===== src/rtl/ro_measure_ctrl.sv =====
// Ring-oscillator measurement sequencer: enables the ring, lets it settle,
// counts synchronised rising edges over a fixed gate window and publishes the count.
module ro_measure_ctrl #(
    parameter int CNT_W         = 16,
    parameter int TIMER_W       = 16,
    parameter int SETTLE_CYCLES = 16,
    parameter int GATE_CYCLES   = 1024
) (
    input  logic             clk,
    input  logic             rst_n,
    input  logic             start,
    input  logic             abort,
    input  logic [1:0]       cfg_len,
    input  logic             ro_out,
    output logic [2:0]       ro_en,
    output logic             busy,
    output logic             done,
    output logic [CNT_W-1:0] result,
    output logic             result_valid,
    output logic             overflow
);

    typedef enum logic [2:0] {
        IDLE    = 3'd0,
        SETTLE  = 3'd1,
        MEASURE = 3'd2,
        DRAIN   = 3'd3,
        DONE    = 3'd4
    } state_e;

    localparam logic [TIMER_W-1:0] SETTLE_LOAD = TIMER_W'(SETTLE_CYCLES - 1);
    localparam logic [TIMER_W-1:0] GATE_LOAD   = TIMER_W'(GATE_CYCLES - 1);
    localparam logic [TIMER_W-1:0] DRAIN_LOAD  = TIMER_W'(1);

    state_e             state_q;
    logic [TIMER_W-1:0] timer_q;
    logic [2:0]         ro_en_q;
    logic               busy_q;
    logic               done_q;
    logic [CNT_W-1:0]   cnt_q,  cnt_d;
    logic               ovf_q,  ovf_d;
    logic [CNT_W-1:0]   result_q;
    logic               result_valid_q;
    logic               overflow_q;
    logic               s1_q, s2_q, s3_q;
    logic               edge_w;

    always_ff @(posedge clk or negedge rst_n) begin
        if (!rst_n) begin
            s1_q <= 1'b0;
            s2_q <= 1'b0;
            s3_q <= 1'b0;
        end else begin
            s1_q <= ro_out;
            s2_q <= s1_q;
            s3_q <= s2_q;
        end
    end

    assign edge_w = s2_q & ~s3_q;

    // Saturating edge counter; overflow flags an edge seen while already full.
    always_comb begin
        cnt_d = cnt_q;
        ovf_d = ovf_q;
        if (edge_w) begin
            if (cnt_q == '1) begin
                ovf_d = 1'b1;
            end else begin
                cnt_d = cnt_q + 1'b1;
            end
        end
    end

    always_ff @(posedge clk or negedge rst_n) begin
        if (!rst_n) begin
            state_q        <= IDLE;
            timer_q        <= '0;
            ro_en_q        <= '0;
            busy_q         <= 1'b0;
            done_q         <= 1'b0;
            cnt_q          <= '0;
            ovf_q          <= 1'b0;
            result_q       <= '0;
            result_valid_q <= 1'b0;
            overflow_q     <= 1'b0;
        end else begin
            done_q <= 1'b0;
            case (state_q)
                IDLE: begin
                    if (start && !abort) begin
                        ro_en_q        <= {1'b1, cfg_len};
                        cnt_q          <= '0;
                        ovf_q          <= 1'b0;
                        result_valid_q <= 1'b0;
                        overflow_q     <= 1'b0;
                        timer_q        <= SETTLE_LOAD;
                        busy_q         <= 1'b1;
                        state_q        <= SETTLE;
                    end
                end
                SETTLE: begin
                    if (abort) begin
                        ro_en_q        <= '0;
                        busy_q         <= 1'b0;
                        result_valid_q <= 1'b0;
                        state_q        <= IDLE;
                    end else if (timer_q == '0) begin
                        timer_q <= GATE_LOAD;
                        state_q <= MEASURE;
                    end else begin
                        timer_q <= timer_q - 1'b1;
                    end
                end
                MEASURE: begin
                    if (abort) begin
                        ro_en_q        <= '0;
                        busy_q         <= 1'b0;
                        result_valid_q <= 1'b0;
                        state_q        <= IDLE;
                    end else begin
                        cnt_q <= cnt_d;
                        ovf_q <= ovf_d;
                        if (timer_q == '0) begin
                            ro_en_q <= '0;
                            timer_q <= DRAIN_LOAD;
                            state_q <= DRAIN;
                        end else begin
                            timer_q <= timer_q - 1'b1;
                        end
                    end
                end
                DRAIN: begin
                    if (abort) begin
                        busy_q         <= 1'b0;
                        result_valid_q <= 1'b0;
                        state_q        <= IDLE;
                    end else if (timer_q == '0) begin
                        done_q         <= 1'b1;
                        result_q       <= cnt_q;
                        result_valid_q <= 1'b1;
                        overflow_q     <= ovf_q;
                        state_q        <= DONE;
                    end else begin
                        timer_q <= timer_q - 1'b1;
                    end
                end
                DONE: begin
                    busy_q  <= 1'b0;
                    state_q <= IDLE;
                end
                default: begin
                    ro_en_q <= '0;
                    busy_q  <= 1'b0;
                    state_q <= IDLE;
                end
            endcase
        end
    end

    assign ro_en        = ro_en_q;
    assign busy         = busy_q;
    assign done         = done_q;
    assign result       = result_q;
    assign result_valid = result_valid_q;
    assign overflow     = overflow_q;

endmodule


===== config.mk =====
export PLATFORM = sky130hd
export DESIGN_NAME = ro_measure_ctrl
export DESIGN_NICKNAME = d
export VERILOG_FILES = /design/src/rtl/ro_measure_ctrl.sv
export SDC_FILE = /design/constraint.sdc
export NUM_CORES = 1
export LEC_CHECK = 0
export ABC_AREA = 1
export BUFFER_PORTS_ARGS = -buffer_cell sky130_fd_sc_hd__buf_2
export CELL_PAD_IN_SITES_DETAIL_PLACEMENT = 0
export CELL_PAD_IN_SITES_GLOBAL_PLACEMENT = 2
export CORE_UTILIZATION = 36
export CTS_BUF_LIST = sky130_fd_sc_hd__clkbuf_4
export DETAILED_ROUTE_END_ITERATION = 12
export GPL_TIMING_DRIVEN = 0
export PLACE_DENSITY_LB_ADDON = 0.1
export SYNTH_ARGS = -nofsm -noshare
export SYNTH_HDL_FRONTEND = slang
export SYNTH_SLANG_ARGS = --single-unit

===== constraint.sdc =====
create_clock -name clk -period 2.25 [get_ports clk]
set_clock_uncertainty 0.2 [all_clocks]
set_input_delay 0.225 -clock clk [delete_from_list [all_inputs] [get_ports clk]]
set_output_delay 0.225 -clock clk [all_outputs]
set_load 0.01 [all_outputs]

Yosys cells after proc, flatten, opt, wreduce, memory -nomap -nowiden
Cells that the tools add are included.
Cells by class
  shifts and indexed selects: 0
  reduce and logical (&&, ||, !) cells: 20
  eq/ne operators: 20
  muxes and demuxes: 43
  bitwise logic cells: 4
  divide/modulo/power cells: 0
  $mul: 0
  order comparisons: 0
  add/sub/neg operators: 2
Operator list (number)
  16-bit 2-to-1 mux: 11
  16-bit case mux with 4 select lines: 1
  3-bit 2-to-1 mux: 11
  16-bit case mux with 2 select lines: 1
  3-bit case mux with 4 select lines: 2
  2-bit inequality test (second input constant): 10
  16-bit by 1-bit adder with 16-bit output (second input constant): 1
  16-bit equality test (second input constant): 1
  16-bit logical NOT: 1
  4-bit AND reduction: 4
  16-bit by 1-bit subtractor with 16-bit output (second input constant): 1
  1-bit 2-to-1 mux: 13
  5-bit AND reduction: 2
  3-bit inequality test (second input constant): 3
  3-bit by 2-bit equality test with 1-bit output (second input constant): 2
  1-bit case mux with 2 select lines: 3
  6-bit AND reduction: 1
  2-bit by 1-bit inequality test with 1-bit output (second input constant): 2
  2-bit nonzero test: 2
  4-bit nonzero test: 1
  2-bit OR reduction: 2
  3-bit by 1-bit equality test with 1-bit output (second input constant): 1
  3-bit equality test (second input constant): 1
  3-bit logical NOT: 1
  9 further kinds: 11
Word-level totals
  memories: 0
  RAM bits: 0
  input bits: 7
  ROM bits: 0
  register bits: 62
  bits in latches: 0

Longest topological paths before layout
Gate-level depths: netlist of the first run.
  depth in word-level cells: 5
  mapped depth: 11
  gate-level depth less buffers: 11

Least setup slack after synthesis of the first run
OpenSTA, ideal clock, no wires.
  path type: reg-to-reg
  start point: register cnt_q[0] (netlist name)
  end point: register ro_en_q[2] (netlist: ro_en[2])
  stages on the path, launching flop included: 11
  slack: 0.378 ns
  period minus slack after synthesis: 1.872 ns
  data required time: 1.918 ns
  arrival time: 1.540 ns
  library setup time: 0.132 ns
  cell sequence: dfrtp_1 > ha_1 > nand2_2 > nor3_4 > nand3_2 > clkinv_1 > nand3_2 > nand2_2 > buf_6 > buf_12 > o21ai_1
RTL lines
  end signal, assigned: line 92  | ro_en_q <= {1'b1, cfg_len};
  end, declared: line 37  | logic [2:0] ro_en_q;

Worst setup path after layout of the first run
  start point: register timer_q[0]
  end point: register ro_en_q[0] (netlist: ro_en[0])
Between the ends
  cells in the longest elaborated chain, start to end: 3
RTL lines
  start, declared: line 36  | logic [TIMER_W-1:0] timer_q;
  start signal, assigned: line 112  | timer_q <= timer_q - 1'b1;
  start signal, assigned: line 129  | timer_q <= timer_q - 1'b1;
  start signal, assigned: line 145  | timer_q <= timer_q - 1'b1;
  16-bit logical NOT: line 124  | if (timer_q == '0) begin
  3-bit inequality test (no line)
  4-bit AND reduction (no line)
Every way passes these cells.
A chain may end at the register's enable or synchronous reset.

==> results.md, run 1 <==
* Status: complete, no violations
* Peak VDD IR at 0.588 mV
* Worst EP required at 2.37 ns
* Worst min path class: in -> reg
* Register-to-register setup slack at 0.21 ns
* Yosys cell types at 27
* Vias in the first global route at 3085
* Met3 Use GR at 0.0319
* Final nets at 511
* CTS tree: built
* DP HPWL at 6240 um
* Ant. Diodes at 0
* XOR/XNOR Fraction of Synth Area at 0.0388
* Die Ht at 99.0 um
* Tot GR Track Use at 0.203
* Final setup TNS at 0 ns
* Remaining Overflow, GRT at 0
* Largest net degree at the start of global routing at 63
* Max Slew Vio Count at 0
* Routed vias at 2958
* Pwr dens at 1130 mW/mm^2
* Met1 global-route usage at 0.250
* Crit path DAT at 2.15 ns
* Crit start category: flip-flop
* Synth Area in Simple Gates at 0.339
* Num ports at 30
* Post-synthesis async set-or-reset flop share at 1.00
* Post-route minimum period at 2.04 ns
* Crit Path Class: reg -> reg
* Compound-Gate Fraction of Synth Area at 0.0754
* First-pass GRT wire length at 15400 um
* HP Start: start
* Slew margin rel. at 0.451
* GRT met2 Usage at 0.360
* DR WL/cell at 14.1 um
* Row cnt at 35
* Max FO, Critical Path at 6
* WHS Path Cells at 6
* Top post-synthesis cells by count: nand2_1, dfrtp_1, nor2_1
* Later-pin clock latency in the skew report at 0.43 ns
* Syn Nets at 463
* Core Region at 0.00920 sq mm
* RSZ-0062 raised after global routing: false
* Final WS setup at 0.214 ns
* Final setup viols at 0
* Post-synth top area cell: dfrtp_1
* DRC at 0
* Die ar. at 0.00980 sq mm
* CTS root buf: clkbuf_4
* Setup crit end kind: flip-flop
* Fin crit share at 0.905
* Total iterations of the first detailed-routing run at 6
* Post-Syn Area at 0.00339 sq mm
* Mux cell area share after synthesis at 0
* Syn. warnings at 0
* Routability cong. at 0.800
* Hold path endpoint: result_valid
* Critical R2R Launch: timer_q[0]
* Number of synthesized flops with an enable pin at 0
* Number of cells produced by synthesis at 453
* Initial Utilization at 0.368
* Largest family of logic cells by synthesized area: simple AND/OR/NAND/NOR gates
* Clock Path Buffers at 2
* Ys flop type: dfrtp_1
* CTS buffer count at 9
* Synth top area share at 0.458
* Post-route antenna net violation count at 0
* Initial DRC count at 86
* Routed WL at 8680 um
* Reg-to-reg endpoint: ro_en[0]
* Worst-path clk slew at 0.13 ns
* Sequential area share after synthesis at 0.458
* Leakage at 0.00205 uW
* Reg2reg path depth at 9
* Max-Cap Viols at 0
* Fraction of layout cells with a size suffix above 1 at 0.172
* Avg Cell Area, Syn at 7.47 sq um
* Ranking of synthesized cells by area: dfrtp_1, nand2_1, nand3_1
* Adder-cell share of the synthesized area at 0.0111
* Vias per inst at 4.79
* Count of final hold-check violations at 0
* Initial antenna violation count at 0
* Worst-margin pin slew at 0.824 ns
* CTS sink count at 62
* Post-Place Worst Slack at 0.00106 ns
* FF+latch count, synth at 62
* CTS H-tree depth at 3
* Area grow syn2layout at 16.0%
* Most common cell in the netlist: nand2_1
* Die X at 99.0 um
* FMAX at 491 MHz
* # port buffers at 29
* Busiest grt layer: met2
==> routing by layer <==
metal | wire (um) | share of wire
met5 | 0 | 0
met1 | 4080 | 0.47
met2 | 4320 | 0.50
met3 | 157 | 0.018
met4 | 126 | 0.015
==> how the worst max path moves through the flow <==
stage,start,end,slack (ns),cells past startpoint
after global routing,cnt_q[0],cnt_q[8],0.005,11
final,timer_q[0],ro_en[0],0.21,9
after global placement,timer_q[0],timer_q[5],0.02,9
after detailed placement,timer_q[0],timer_q[5],0.001,9
after CTS,state_q[2],result[13],0.01,8
after floorplan,cnt_q[0],ro_en[2],0.38,10
==> registers in the layout, indices dropped and copies added, names as in the netlist <==
register	cells
busy	1
done	1
s3_q	1
timer_q	16
ro_en	3
overflow	1
result_valid	1
cnt_q	16
s2_q	1
ovf_q	1
s1_q	1
state_q	3
result	16
==> layout make-up <==
type | count | area, sq um
plain buffers | 10 | 70.1
clock buffers | 9 | 67.6
clock inverters | 7 | 97.6
fillers | 1005 | 5270
inverters | 52 | 195
multi-input cells | 329 | 1590
flip-flops and latches | 62 | 1550
well taps | 111 | 139
repair buffers | 37 | 220
==> stage by stage <==
step	std cells	utilization	cell area [sq um]	hold WS (ns)	power, uW
6_report	617	0.427	3930	0.119	4430
3_5_place_dp	593	0.399	3670	0.137	3470
4_1_cts	615	0.424	3900	0.115	4440
5_1_grt	617	0.427	3930	0.187	4880
3_3_place_gp	593	0.399	3670	0.133	3460
2_1_floorplan	453	-	3390	-0.271	2940
==> power breakdown <==
| part | switching, uW | internal, uW | total (uW) |
|---|---|---|---|
| Clock | 490 | 453 | 944 |
| Combinational | 1350 | 661 | 2010 |
| Sequential | 165 | 1310 | 1480 |
| Total | 2000 | 2430 | 4430 |
==> layout by cell type, fill, tap and decap left out, types with 10 or more instances in the layout <==
master   netlist  layout
dfrtp_1       62      61
nor2_1        51      49
o21ai_0       35      31
buf_2          5      33
xor2_1        12      12
o21ai_1        9      12
nand4_1       10      10
inv_1         46      46
nand3_1       39      39
nand2_2        8      10
nand2_1      137     135
==> critical path: stages, from the launching register on <==
cell,delay (ns)
dfrtp_1,0.38
inv_1,0.13
ha_1,0.19
nand3_1,0.10
nor2_2,0.20
nand2_2,0.15
a21oi_2,0.20
nand3_1,0.19
nand2_1,0.10
o21ai_0,0.08
==> timing repair <==
action | in CTS | in global routing
pin swaps | 1 | 2
endpoints found under the setup margin | 9 | 45
endpoints found under the hold margin | 67 | 0
resized for setup | 1 | 13
cloned | 0 | 0
hold buffers | 5 | 0
buffers inserted | 1 | 2
==> logic make-up (layout without fill, tap and decap cells) <==
group,after synthesis,in the layout
and+or+nand+nor,262,262
DFF,62,62
buffers and inverters,62,115
AOI/OAI and AO/OA,49,49
xor gates and xnor gates,15,15
adders and majority gates,3,3
No activity file was read; power rests on OpenSTA's default activity.
==> inputs of run 2 (changes only) <==
CORE_UTILIZATION = 34   (was 36)
CTS_BUF_LIST = sky130_fd_sc_hd__clkbuf_4 sky130_fd_sc_hd__clkbuf_8 sky130_fd_sc_hd__clkbuf_16   (was sky130_fd_sc_hd__clkbuf_4)
==> run 2 against run 1 <==
Non-clock buffer count unchanged. Critical path depth increased by 1. First-iteration DRC count increased by 42%. Critical path type unchanged. Cell area increased by 2.3%. Sequential power about the same. Largest power group unchanged.
==> results.md, run 2 (synthesis gave the netlist of run 1 again) <==
* Commonest non-fill, non-tap cell in the layout: nand2_1 (unchanged)
* DP HPWL at 6190 um (was 6240 um)
* Later-pin clock latency in the skew report at 0.35 ns (was 0.43 ns)
* CTS buffer count at 9 (unchanged)
* CTS sink count at 62 (unchanged)
* Area grow syn2layout at 18.7% (was 16.0%)
* Peak VDD IR at 0.438 mV (was 0.588 mV)
* DRC at 0 (unchanged)
* Worst-path clk slew at 0.07 ns (was 0.13 ns)
* Die Ht at 102 um (was 99.0 um)
* Crit Path Class: reg -> reg (unchanged)
* Final setup viols at 0 (unchanged)
* Routability cong. at 0.767 (was 0.800)
* Hold_ws at 0.122 ns (was 0.119 ns)
* Fin crit share at 0.925 (was 0.905)
* Max FO, Critical Path at 10 (was 6)
* Pwr dens at 1140 mW/mm^2 (was 1130 mW/mm^2)
* Final WS setup at 0.168 ns (was 0.214 ns)
* Slew margin rel. at 0.458 (was 0.451)
* Sw frac at 0.438 (was 0.452)
* Post-route minimum period at 2.08 ns (was 2.04 ns)
* Final nets at 511 (unchanged)
* RSZ-0062 raised after global routing: false (unchanged)
* # port buffers at 29 (unchanged)
* Ant. Diodes at 0 (unchanged)
* Num ports at 30 (unchanged)
* Worst-margin pin slew at 0.814 ns (was 0.824 ns)
* Max-Cap Viols at 0 (unchanged)
* Tot GR Track Use at 0.186 (was 0.203)
* Crit path DAT at 2.09 ns (was 2.15 ns)
* Vias per inst at 4.69 (was 4.79)
* FMAX at 480 MHz (was 491 MHz)
* Leakage at 0.00207 uW (was 0.00205 uW)
* Internal power at 2570 uW (was 2430 uW)
* Status: complete, no violations (unchanged)
* CTS H-tree depth at 3 (unchanged)
* Commonest cells after routing, fill and taps aside: nand2_1, dfrtp_1, nor2_1 (unchanged)
* Setup crit end kind: flip-flop (unchanged)
* Power share of the clock group at 0.228 (was 0.213)
* Initial Utilization at 0.348 (was 0.368)
* Logic pwr share at 0.448 (was 0.453)
* CTS tree: built (unchanged)
* Count of final hold-check violations at 0 (unchanged)
* Sequential share of power at 0.324 (was 0.334)
* Routed WL at 8790 um (was 8680 um)
* Initial DRC count at 122 (was 86)
* Total power at 4560 uW (was 4430 uW)
* First-pass GRT wire length at 14600 um (was 15400 um)
* Crit start category: flip-flop (unchanged)
* DR WL/cell at 13.8 um (was 14.1 um)
* Vias in the first global route at 3042 (was 3085)
* Fraction of layout cells with a size suffix above 1 at 0.172 (about the same)
* Worst min path class: in -> reg (unchanged)
* Max Slew Vio Count at 0 (unchanged)
* Remaining Overflow, GRT at 0 (unchanged)
* CTS root buf: clkbuf_8 (was clkbuf_4)
* Worst EP required at 2.25 ns (was 2.37 ns)
* Post-route antenna net violation count at 0 (unchanged)
* Total iterations of the first detailed-routing run at 6 (unchanged)
* Post-Place Worst Slack at -0.0357 ns (was 0.00106 ns)
* Switching power at 2000 uW (about the same)
* Initial antenna violation count at 0 (unchanged)
* Largest net degree at the start of global routing at 63 (unchanged)
* Row cnt at 36 (was 35)
* Die X at 102 um (was 99.0 um)
* Core Region at 0.00973 sq mm (was 0.00920 sq mm)
* Routed vias at 2990 (was 2958)
* Clock Path Buffers at 2 (unchanged)
* Die ar. at 0.0104 sq mm (was 0.00980 sq mm)
-- run 2: path summary, 6_finish.rpt --
path	from	end	slack (ns)	cells after the start
max	cnt_q[0]	ro_en[2]	0.17	10
min	abort	state_q[1]	0.12	4
max reg2reg	cnt_q[0]	ro_en[2]	0.17	10
min reg2reg	s1_q	s2_q	0.16	0
max in group asynchronous	rst_n	cnt_q[0]	0.95	2
min in group asynchronous	rst_n	state_q[2]	0.33	2
-- run 2: per-stage QoR --
step / TNS (ns) / utilization / std cells / instance area, sq um
after global placement: -0.00166 / 0.380 / 615 / 3700
after floorplan: 0 / - / 453 / 3390
after detailed placement: -0.0693 / 0.380 / 615 / 3700
after CTS: 0 / 0.407 / 635 / 3960
after global routing: 0 / 0.413 / 638 / 4020
final: 0 / 0.413 / 638 / 4020
-- run 2: routing by layer --
layer | part of all wire | wire length, um | track usage
met3 | 0.022 | 195 | 0.0359
met1 | 0.45 | 3940 | 0.220
met2 | 0.52 | 4550 | 0.336
met5 | 0 | 0 | 0
met4 | 0.012 | 106 | 0.0647
-- run 2: final cells by class --
| type | instances | area (sq um) |
|---|---|---|
| Fill cell | 1076 | 5710 |
| Multi-Input combinational cell | 329 | 1610 |
| Sequential cell | 62 | 1550 |
| Timing Repair Buffer | 37 | 220 |
| Inverter | 52 | 195 |
| Tap cell | 133 | 166 |
| Clock buffer | 12 | 165 |
| Buffer | 10 | 70.1 |
| Clock inverter | 3 | 42.5 |
-- run 2: timing repair --
item	in CTS	in global routing
cloned	0	0
hold buffers	5	0
buffers inserted	0	3
hold endpoints to repair	66	0
resized for setup	2	14
setup endpoints to repair	6	50
pin swaps	0	3
-- run 2: worst max-delay path: stages (launching register included) --
cell	delay, ns
dfrtp_2	0.41
ha_2	0.20
nand2_2	0.09
nor3_4	0.29
nand3_2	0.12
clkinv_1	0.07
nand3_2	0.10
nand2_2	0.11
buf_6	0.15
buf_12	0.14
o21ai_1	0.06
-- run 2: power by group through the flow --
stage / Sequential, uW / Clock, uW / Combinational, uW
6_report: 1480 / 1040 / 2040
5_1_grt: 1510 / 1120 / 2360
4_1_cts: 1470 / 1070 / 2010
3_5_place_dp: 1490 / 0 / 1970
3_3_place_gp: 1490 / 0 / 1970
2_1_floorplan: 1470 / 0 / 1470
